--- src/rtl/ecc_op_controller_if.sv ---
// Handshake bundle between the APB register bank, the ECC datapaths and
// the operation controller.
//   ctrl_wr, CTRL, CODEWORD_WIDTH  : register-bank side (launch request)
//   enc_done, dec_done,
//   dec_num_of_errors              : datapath completion / verdict
//   enc_start, noise_en, dec_start,
//   dec_src_sel, width_sel         : datapath control
//   busy, operation_done,
//   num_of_errors, timeout,
//   ctrl_reject                    : status back to software
// slave  = controller view, master = register bank / datapath view.
interface ecc_op_controller_if #(
  parameter int AMBA_WORD = 32
);
  logic                 ctrl_wr;
  logic [AMBA_WORD-1:0] CTRL;
  logic [AMBA_WORD-1:0] CODEWORD_WIDTH;
  logic                 enc_done;
  logic                 dec_done;
  logic [1:0]           dec_num_of_errors;
  logic                 enc_start;
  logic                 noise_en;
  logic                 dec_start;
  logic                 dec_src_sel;
  logic [1:0]           width_sel;
  logic                 busy;
  logic                 operation_done;
  logic [1:0]           num_of_errors;
  logic                 timeout;
  logic                 ctrl_reject;

  modport master (
    output ctrl_wr, CTRL, CODEWORD_WIDTH, enc_done, dec_done, dec_num_of_errors,
    input  enc_start, noise_en, dec_start, dec_src_sel, width_sel, busy,
           operation_done, num_of_errors, timeout, ctrl_reject
  );

  modport slave (
    input  ctrl_wr, CTRL, CODEWORD_WIDTH, enc_done, dec_done, dec_num_of_errors,
    output enc_start, noise_en, dec_start, dec_src_sel, width_sel, busy,
           operation_done, num_of_errors, timeout, ctrl_reject
  );
endinterface

--- src/rtl/ecc_op_controller.sv ---
// Sequencer for a single ECC operation (encode, decode or full channel).
// Ports:
//   clk  - system clock, rising edge
//   rst  - synchronous active-high reset
//   bus  - ecc_op_controller_if.slave (launch request, datapath handshakes,
//          status outputs; all outputs registered)
//
// state  | meaning
// IDLE   | waiting for a CTRL write
// ENC    | encoder launched, waiting for enc_done or timeout
// NOISE  | one cycle of noise injection (full channel only)
// DEC    | decoder launched, waiting for dec_done or timeout
// DONE   | one-cycle completion, result valid
module ecc_op_controller #(
  parameter int AMBA_WORD      = 32,
  parameter int TIMEOUT_CYCLES = 64
) (
  input logic                clk,
  input logic                rst,
  ecc_op_controller_if.slave bus
);

  localparam logic [2:0] S_IDLE  = 3'd0;
  localparam logic [2:0] S_ENC   = 3'd1;
  localparam logic [2:0] S_NOISE = 3'd2;
  localparam logic [2:0] S_DEC   = 3'd3;
  localparam logic [2:0] S_DONE  = 3'd4;

  localparam logic [1:0] OP_ENC  = 2'b00;
  localparam logic [1:0] OP_DEC  = 2'b01;
  localparam logic [1:0] OP_FULL = 2'b10;
  localparam logic [1:0] OP_ILL  = 2'b11;

  localparam logic [7:0] CNT_LAST = 8'(TIMEOUT_CYCLES - 1);

  logic [2:0] r_state;
  logic [7:0] r_cnt;
  logic [1:0] r_opcode;
  logic       r_enc_done;
  logic       r_dec_done;
  logic [1:0] r_dec_errs;

  logic       r_enc_start;
  logic       r_noise_en;
  logic       r_dec_start;
  logic       r_dec_src_sel;
  logic [1:0] r_width_sel;
  logic       r_busy;
  logic       r_op_done;
  logic [1:0] r_num_err;
  logic       r_timeout;
  logic       r_ctrl_reject;

  logic [AMBA_WORD-1:0] w_ctrl;
  logic [AMBA_WORD-1:0] w_cw;
  logic [1:0]           w_opcode;
  logic [1:0]           w_width;
  logic                 w_tc;
  logic                 w_enc_hit;
  logic                 w_dec_hit;
  logic [1:0]           w_dec_errs;
  logic                 w_unused_bits;

  assign w_ctrl        = bus.CTRL;
  assign w_cw          = bus.CODEWORD_WIDTH;
  assign w_opcode      = w_ctrl[1:0];
  assign w_width       = w_cw[1:0];
  assign w_unused_bits = ^{w_ctrl[AMBA_WORD-1:2], w_cw[AMBA_WORD-1:2]};

  // Done pulses are registered before the FSM acts on them. On the last
  // wait cycle the raw pulse is also honoured, so a done that lands exactly
  // on the timeout cycle wins over the abort.
  assign w_tc       = (r_cnt == CNT_LAST);
  assign w_enc_hit  = r_enc_done | (w_tc & bus.enc_done);
  assign w_dec_hit  = r_dec_done | (w_tc & bus.dec_done);
  assign w_dec_errs = r_dec_done ? r_dec_errs : bus.dec_num_of_errors;

  always_ff @(posedge clk) begin
    if (rst) begin
      r_state       <= S_IDLE;
      r_cnt         <= 8'd0;
      r_opcode      <= OP_ENC;
      r_enc_done    <= 1'b0;
      r_dec_done    <= 1'b0;
      r_dec_errs    <= 2'b00;
      r_enc_start   <= 1'b0;
      r_noise_en    <= 1'b0;
      r_dec_start   <= 1'b0;
      r_dec_src_sel <= 1'b0;
      r_width_sel   <= 2'b00;
      r_busy        <= 1'b0;
      r_op_done     <= 1'b0;
      r_num_err     <= 2'b00;
      r_timeout     <= 1'b0;
      r_ctrl_reject <= 1'b0;
    end else begin
      r_enc_start   <= 1'b0;
      r_noise_en    <= 1'b0;
      r_dec_start   <= 1'b0;
      r_op_done     <= 1'b0;
      r_ctrl_reject <= 1'b0;
      r_enc_done    <= bus.enc_done & (r_state == S_ENC);
      r_dec_done    <= bus.dec_done & (r_state == S_DEC);
      r_dec_errs    <= bus.dec_num_of_errors;
      r_cnt         <= r_cnt + 8'd1;

      case (r_state)
        S_IDLE: begin
          r_cnt <= 8'd0;
          if (bus.ctrl_wr) begin
            if (w_opcode == OP_ILL) begin
              r_ctrl_reject <= 1'b1;
            end else begin
              r_opcode      <= w_opcode;
              r_width_sel   <= (w_width == 2'b11) ? 2'b10 : w_width;
              r_num_err     <= 2'b00;
              r_timeout     <= 1'b0;
              r_busy        <= 1'b1;
              r_dec_src_sel <= (w_opcode == OP_FULL);
              if (w_opcode == OP_DEC) begin
                r_state     <= S_DEC;
                r_dec_start <= 1'b1;
              end else begin
                r_state     <= S_ENC;
                r_enc_start <= 1'b1;
              end
            end
          end
        end
        S_ENC: begin
          if (w_enc_hit) begin
            r_cnt <= 8'd0;
            if (r_opcode == OP_FULL) begin
              r_state    <= S_NOISE;
              r_noise_en <= 1'b1;
            end else begin
              r_state   <= S_DONE;
              r_busy    <= 1'b0;
              r_op_done <= 1'b1;
            end
          end else if (w_tc) begin
            r_cnt     <= 8'd0;
            r_state   <= S_DONE;
            r_busy    <= 1'b0;
            r_op_done <= 1'b1;
            r_timeout <= 1'b1;
            r_num_err <= 2'b11;
          end
        end
        S_NOISE: begin
          r_cnt       <= 8'd0;
          r_state     <= S_DEC;
          r_dec_start <= 1'b1;
        end
        S_DEC: begin
          if (w_dec_hit) begin
            r_cnt     <= 8'd0;
            r_state   <= S_DONE;
            r_busy    <= 1'b0;
            r_op_done <= 1'b1;
            r_num_err <= w_dec_errs;
          end else if (w_tc) begin
            r_cnt     <= 8'd0;
            r_state   <= S_DONE;
            r_busy    <= 1'b0;
            r_op_done <= 1'b1;
            r_timeout <= 1'b1;
            r_num_err <= 2'b11;
          end
        end
        S_DONE: begin
          r_cnt   <= 8'd0;
          r_state <= S_IDLE;
        end
        default: begin
          r_cnt   <= 8'd0;
          r_state <= S_IDLE;
        end
      endcase

      // DONE still counts as occupied: a write there is refused.
      if (bus.ctrl_wr && (r_state != S_IDLE)) begin
        r_ctrl_reject <= 1'b1;
      end
    end
  end

  assign bus.enc_start      = r_enc_start;
  assign bus.noise_en       = r_noise_en;
  assign bus.dec_start      = r_dec_start;
  assign bus.dec_src_sel    = r_dec_src_sel;
  assign bus.width_sel      = r_width_sel;
  assign bus.busy           = r_busy;
  assign bus.operation_done = r_op_done;
  assign bus.num_of_errors  = r_num_err;
  assign bus.timeout        = r_timeout;
  assign bus.ctrl_reject    = r_ctrl_reject;

endmodule

--- src/flat_wrapper.sv ---
// flat-port wrapper written by rule: the top's interface ports become plain ports
module ecc_op_controller_flat 
#(
  parameter int AMBA_WORD      = 32,
  parameter int TIMEOUT_CYCLES = 64
)
  (clk, rst, bus_ctrl_wr, bus_CTRL, bus_CODEWORD_WIDTH, bus_enc_done, bus_dec_done, bus_dec_num_of_errors, bus_enc_start, bus_noise_en, bus_dec_start, bus_dec_src_sel, bus_width_sel, bus_busy, bus_operation_done, bus_num_of_errors, bus_timeout, bus_ctrl_reject);
  ecc_op_controller_if #(.AMBA_WORD(AMBA_WORD)) bus_i ();
  input logic clk;
  input logic rst;
  input wire logic [$bits(bus_i.ctrl_wr)-1:0] bus_ctrl_wr;
  input wire logic [$bits(bus_i.CTRL)-1:0] bus_CTRL;
  input wire logic [$bits(bus_i.CODEWORD_WIDTH)-1:0] bus_CODEWORD_WIDTH;
  input wire logic [$bits(bus_i.enc_done)-1:0] bus_enc_done;
  input wire logic [$bits(bus_i.dec_done)-1:0] bus_dec_done;
  input wire logic [$bits(bus_i.dec_num_of_errors)-1:0] bus_dec_num_of_errors;
  output wire logic [$bits(bus_i.enc_start)-1:0] bus_enc_start;
  output wire logic [$bits(bus_i.noise_en)-1:0] bus_noise_en;
  output wire logic [$bits(bus_i.dec_start)-1:0] bus_dec_start;
  output wire logic [$bits(bus_i.dec_src_sel)-1:0] bus_dec_src_sel;
  output wire logic [$bits(bus_i.width_sel)-1:0] bus_width_sel;
  output wire logic [$bits(bus_i.busy)-1:0] bus_busy;
  output wire logic [$bits(bus_i.operation_done)-1:0] bus_operation_done;
  output wire logic [$bits(bus_i.num_of_errors)-1:0] bus_num_of_errors;
  output wire logic [$bits(bus_i.timeout)-1:0] bus_timeout;
  output wire logic [$bits(bus_i.ctrl_reject)-1:0] bus_ctrl_reject;
  assign bus_i.ctrl_wr = bus_ctrl_wr;
  assign bus_i.CTRL = bus_CTRL;
  assign bus_i.CODEWORD_WIDTH = bus_CODEWORD_WIDTH;
  assign bus_i.enc_done = bus_enc_done;
  assign bus_i.dec_done = bus_dec_done;
  assign bus_i.dec_num_of_errors = bus_dec_num_of_errors;
  assign bus_enc_start = bus_i.enc_start;
  assign bus_noise_en = bus_i.noise_en;
  assign bus_dec_start = bus_i.dec_start;
  assign bus_dec_src_sel = bus_i.dec_src_sel;
  assign bus_width_sel = bus_i.width_sel;
  assign bus_busy = bus_i.busy;
  assign bus_operation_done = bus_i.operation_done;
  assign bus_num_of_errors = bus_i.num_of_errors;
  assign bus_timeout = bus_i.timeout;
  assign bus_ctrl_reject = bus_i.ctrl_reject;
  ecc_op_controller #(.AMBA_WORD(AMBA_WORD), .TIMEOUT_CYCLES(TIMEOUT_CYCLES)) u_core (.clk(clk), .rst(rst), .bus(bus_i));
endmodule
--- config.mk ---
export PLATFORM = sky130hd
export DESIGN_NAME = ecc_op_controller_flat
export DESIGN_NICKNAME = d
export VERILOG_FILES = /design/src/rtl/ecc_op_controller_if.sv /design/src/rtl/ecc_op_controller.sv /design/src/flat_wrapper.sv
export SDC_FILE = /design/constraint.sdc
export NUM_CORES = 1
export LEC_CHECK = 0
export BUFFER_PORTS_ARGS = -buffer_cell sky130_fd_sc_hd__buf_2
export CAP_MARGIN = 5
export CORE_MARGIN = 3
export CORE_UTILIZATION = 43
export CTS_BUF_LIST = sky130_fd_sc_hd__clkbuf_4 sky130_fd_sc_hd__clkbuf_8
export DETAILED_ROUTE_END_ITERATION = 7
export PLACE_DENSITY = 0.84
export SETUP_SLACK_MARGIN = 0.02
export SYNTH_ARGS = -nofsm -noshare
export SYNTH_HDL_FRONTEND = slang
export SYNTH_SLANG_ARGS = --single-unit
--- constraint.sdc ---
create_clock -name clk -period 2.22 [get_ports clk]
set_clock_uncertainty 0.15 [all_clocks]
set_input_delay 0.111 -clock clk [delete_from_list [all_inputs] [get_ports clk]]
set_output_delay 0.111 -clock clk [all_outputs]
set_load 0.01 [all_outputs]
-- Word level (Yosys, flattened, before mapping)
Index checks and enable logic that the tools add are counted.
- bitwise operators: 11
- equal/unequal tests: 14
- add/subtract/negate cells: 1
- reductions and logical operators: 11
- muxes and demuxes: 48
- operators by type and width (operator ; count):
    two-way mux 1 bit ; 24
    two-way mux 8 bit ; 3
    two-way mux 3 bit ; 6
    two-way mux 2 bit ; 8
    case mux 8 bit (2 select lines) ; 1
    case mux 3 bit (4 select lines) ; 1
    adder 8 x 1 -> 8 bit (second input constant) ; 1
    equality test 2 bit (second input constant) ; 4
    equality test 8 x 6 -> 1 bit (second input constant) ; 1
    inequality test 2 bit (second input constant) ; 4
    AND reduction 4 bit ; 2
    equality test 3 x 2 -> 1 bit (second input constant) ; 2
    case mux 1 bit (3 select lines) ; 2
    case mux 2 bit (3 select lines) ; 1
    nonzero test 3 bit ; 2
    NOT 1 bit ; 5
    AND reduction 5 bit ; 1
    bitwise AND 1 bit ; 4
    case mux 1 bit (2 select lines) ; 2
    OR reduction 4 bit ; 1
    equality test 3 x 1 -> 1 bit (second input constant) ; 1
    logical NOT 3 bit ; 1
    inequality test 3 bit (second input constant) ; 1
    AND reduction 3 bit ; 1
    other kinds (5) ; 6
- flip-flop bits (word level): 29
- word-level logic and storage cells: 101

-- Logic depth before layout (Yosys ltp)
- depth in word-level cells: 5
- gate-level depth with buffers: 6

-- Worst setup path before layout
Ideal clock, no wire load.
- kind: register to register
- start: reg u_core.r_cnt[0]
- end: reg u_core.r_num_err[1] (netlist: u_core.bus.num_of_errors[1])
- data arrival time: 1.264 ns
- cell stages (with the launch flop): 7
- setup time: 0.134 ns
- slack: 0.672 ns
- required time: 1.936 ns
- cells stage by stage: dfxtp_1 > ha_1 > nand2b_1 > nor4b_2 > o211ai_2 > a21oi_1 > a311oi_1
- cells in the longest elaborated chain, start to end: 5
- RTL lines (element ; line ; source):
    start: declaration ; ecc_op_controller.sv:37 ; logic [7:0] r_cnt;
    start signal: assignment ; ecc_op_controller.sv:105 ; r_cnt <= r_cnt + 8'd1;
    equality test 8 x 6 -> 1 bit * ; ecc_op_controller.sv:73 ; assign w_tc = (r_cnt == CNT_LAST);
    bitwise AND 1 bit (on tied branches) ; ecc_op_controller.sv:75, ecc_op_controller.sv:74 ;
    bitwise OR 1 bit (on tied branches) ; ecc_op_controller.sv:75, ecc_op_controller.sv:74 ;
    two-way mux 2 bit / inequality test 2 bit (equally long branches) ; n/a ;
    case mux 2 bit (3 select lines) / AND reduction 4 bit (equally long branches) ; n/a ;
    end signal: assignment ; ecc_op_controller.sv:161 ; r_num_err <= w_dec_errs;
    end: declaration ; ecc_op_controller.sv:50 ; logic [1:0] r_num_err;
Mark *: on every way between the ends. The rest lies on a longest branch, timed or not. The select of a mux whose other input is x is not followed.
A chain may end at the register's enable or synchronous reset.

-- Final worst setup path
- start: reg u_core.r_state[1]
- end: reg u_core.r_dec_src_sel (netlist: u_core.bus.dec_src_sel)
- cells in the longest elaborated chain, start to end: 2
- RTL lines (element ; line ; source):
    start: declaration ; ecc_op_controller.sv:36 ; logic [2:0] r_state;
    start signal: assignment ; ecc_op_controller.sv:80 ; r_state <= S_IDLE;
    start signal: assignment ; ecc_op_controller.sv:121 ; r_state <= S_DEC;
    start signal: assignment ; ecc_op_controller.sv:124 ; r_state <= S_ENC;
    logical NOT 3 bit ; ecc_op_controller.sv:107 ; case (r_state)
    AND reduction 3 bit (no source line) ; n/a ;
    end signal: assignment ; ecc_op_controller.sv:119 ; r_dec_src_sel <= (w_opcode == OP_FULL);
    end: declaration ; ecc_op_controller.sv:46 ; logic r_dec_src_sel;
Every way passes these cells.

==> out/qor.csv <==
stage,metric,value,unit
run_status,status,"complete, no violations",
die,row_count,18,
detailed_routing,vias_per_cell,5.370,
yosys,synth-edff-count,0,
sta,setup_tns,0,ns
cts,cts_root_buffer,clkbuf_4,
placed_design,io_buffers,22,
yosys,synth_cell_types,41,
yosys,yosysTopAreaCellShare,46.31,%
sta,setup_viol,0,
detailed_routing,drc_errors,0,
yosys,synth_ff_type,dfxtp_1,
pwr,p_leak,0.7036,nW
placed_design,gp_congestion,0.7943,
yosys,syn_area,1254,um2
detailed_routing,detail-route-antenna-nets,0,
global_route,grt_pass1_wl,5023,um
global_route,antenna_found_initial,0,
die,fp.dieW,60.00,um
sta,hold_ws,0.06898,ns
detailed_routing,wl_per_cell,13.55,um
cells_and_area,nFillCells,228,
worst_setup_path,worstPathRequired,2.35,ns
sta,finalHoldViolations,0,
sta,relSlewSlack,72.95,%
cells_and_area,post-route-util,61.69,%
sta,worstMarginPinSlew,0.4052,ns
worst_setup_path,cp_data_arrival_time,2.14,ns
detailed_routing,drtIter0Drc,52,
sta,drv_slew,0,
yosys,synthCells,139,
sta,max_freq,496.1,MHz
detailed_routing,vias,1133,
placed_design,hpwlAfterDp,1904,um
global_route,grt_start_max_net_pins,18,
sta,period_share,90.79,%
worst_setup_path,setup.worst_path.start_class,flip-flop,
pwr,ir_drop,0.6191,mV
cells_and_area,area_delta_synth_final,28.54,%
global_route,grt_usage,18.76,%
detailed_routing,wl,2860,um
cells_and_area,nets,252,
global_route,grt-ovfl-total,0,
yosys,postSynthAreaPerCell,9.019,um2
pwr,p_per_area,658.5,nW/um2
cts,cts.clk_slew.worst_paths,0.09,ns
yosys,ys_seq_elements,29,
cts,numCtsBuffers,5,
die,die_y,60.00,um
yosys,seq_area_frac_synth,46.31,%
yosys,syn_nets,211,
worst_hold_path,min_path_type,primary input to flip-flop,
cells_and_area,antenna-diode-count,0,
cells_and_area,drive_gt1_share,24.86,%
die,io_pins,83,
yosys,synth_area_leader_cell,dfxtp_1,
sta,finalCriticalPeriod,2.016,ns
die,initial_core_util,47.99,%
cts,cts.sinks,29,
yosys,ys.warnings.count,0,
worst_setup_path,path_class,flip-flop to flip-flop,
flow_run,drv_cap,0,
sta,rsz0062_at_grt,false,
die,die_area,3599,um2
worst_setup_path,endpoint_kind,flip-flop,
global_route,grt_pass1_vias,1148,
cts,cts_tree,yes,
cts,clkLatencyLatePin,0.33,ns
yosys,synth_area_leaders,"dfxtp_1 (46%), nor2_1 (6.3%), a21oi_1 (3.6%)",
yosys,async_reset_ff_share,0,%
cts,cts.path.max_buffers,2,
cts,htreeDepth,2,
detailed_routing,first_pass_iters,4,
die,core-area,2613,um2
worst_setup_path,crit_fanout,11,
[per-stage QoR]
stage	cell area, um2	instances	total power, mW	setup slack [ns]
floorplan	1254	139	0.6404	0.6724
global route	1612	211	1.115	0.02801
global placement	1385	188	0.6730	0.4746
detailed placement	1385	188	0.6780	0.4111
CTS	1605	211	1.066	0.2505
finish	1612	211	1.061	0.2044
[worst max-delay path, cell delays in order, from the launching register on]
cell and delay [ns]:
dfxtp_1 0.44, nor3_4 0.22, nand2_1 0.14, a21oi_1 0.18, nand2_1 0.10, a21oi_1 0.16
dlygate4sd3_1 0.57
[cells in the mapped netlist, types with 2 or more instances]
library cell	n
dfxtp_1	29
nor2_1	21
nand2_1	11
a21oi_1	9
nor2b_1	6
nand2b_1	5
nor2_2	5
xor2_1	5
nand3_1	4
o21ai_1	4
and3_1	3
nand4_1	3
nor3_1	3
a311oi_1	2
nor3b_1	2
nor4_1	2
[cell type report]
cell class	instances	area (um2)	area share, %
inverter	1	3.754	0.2329
timing repair buffer	37	260.3	16.15
multi-input combinational	106	659.4	40.92
sequential	29	580.6	36.02
clock buffer	7	65.06	4.037
tap	30	37.54	2.329
clock inverter	1	5.005	0.3106
[layout by cell type, fill, tap and decap left out, types with 2 or more instances in the layout]
master | synthesis | routed
dfxtp_1 | 29 | 29
buf_2 | 1 | 22
nor2_1 | 21 | 21
dlygate4sd3_1 | 0 | 15
nand2_1 | 11 | 11
a21oi_1 | 9 | 9
nor2b_1 | 6 | 6
nand2b_1 | 5 | 5
xor2_1 | 5 | 5
nor2_2 | 5 | 5
clkbuf_4 | 0 | 5
o21ai_1 | 4 | 4
nand3_1 | 4 | 4
and3_1 | 3 | 3
nand4_1 | 3 | 3
nor3_1 | 3 | 3
a311oi_1 | 2 | 2
nor3b_1 | 2 | 2
nor4_1 | 2 | 2
clkbuf_8 | 0 | 2
[registers in the layout (all words and copies together), names as in the netlist, 2 cells and up]
| name | count |
|---|---|
| u_core.bus.num_of_errors | 2 |
| u_core.r_opcode | 2 |
| u_core.r_dec_errs | 2 |
| u_core.r_cnt | 8 |
| u_core.bus.width_sel | 2 |
| u_core.r_state | 3 |
[layer usage]
metal  share of wire [%]  vias up  track usage, %
li1                    -      567               -
met1                  45      529           23.08
met2                  49       34           30.71
met3                 5.2        3           6.479
met4                0.56        0           5.696
met5                   0        -               0
[repair_timing]
action / in CTS / in global routing
hold buffers: 15 / 0
hold endpoints to repair: 15 / 0
endpoints found under the setup margin: 0 / 1
gates resized for setup: 0 / 1
setup buffers: 0 / 0
[path summary, 6_finish.rpt]
check	endpoint	startpoint	slack, ns	cells past startpoint
worst max-delay path	u_core.bus.dec_src_sel	u_core.r_state[1]	0.20	6
worst min-delay path	u_core.bus.width_sel[0]	bus_CODEWORD_WIDTH[0]	0.07	4
worst max register to register	u_core.bus.dec_src_sel	u_core.r_state[1]	0.20	6
worst min register to register	u_core.r_opcode[1]	u_core.r_opcode[1]	0.31	2
[report_power, final]
part / internal, mW / switching [mW] / total [mW]
sequential: 0.538 / 0.0162 / 0.554
clock: 0.183 / 0.185 / 0.368
combinational: 0.0661 / 0.0732 / 0.139
total: 0.787 / 0.274 / 1.06
[kinds of logic after synthesis]
family                     synth area share (%)
buffers and inverters                     1.596
DFF                                       46.31
and+or+nand+nor                           32.83
xor gates and xnor gates                  4.192
AOI/OAI and AO/OA                         13.27
muxes                                    0.7984
adders and majority gates                0.9978
No activity file was read; power rests on OpenSTA's default activity.
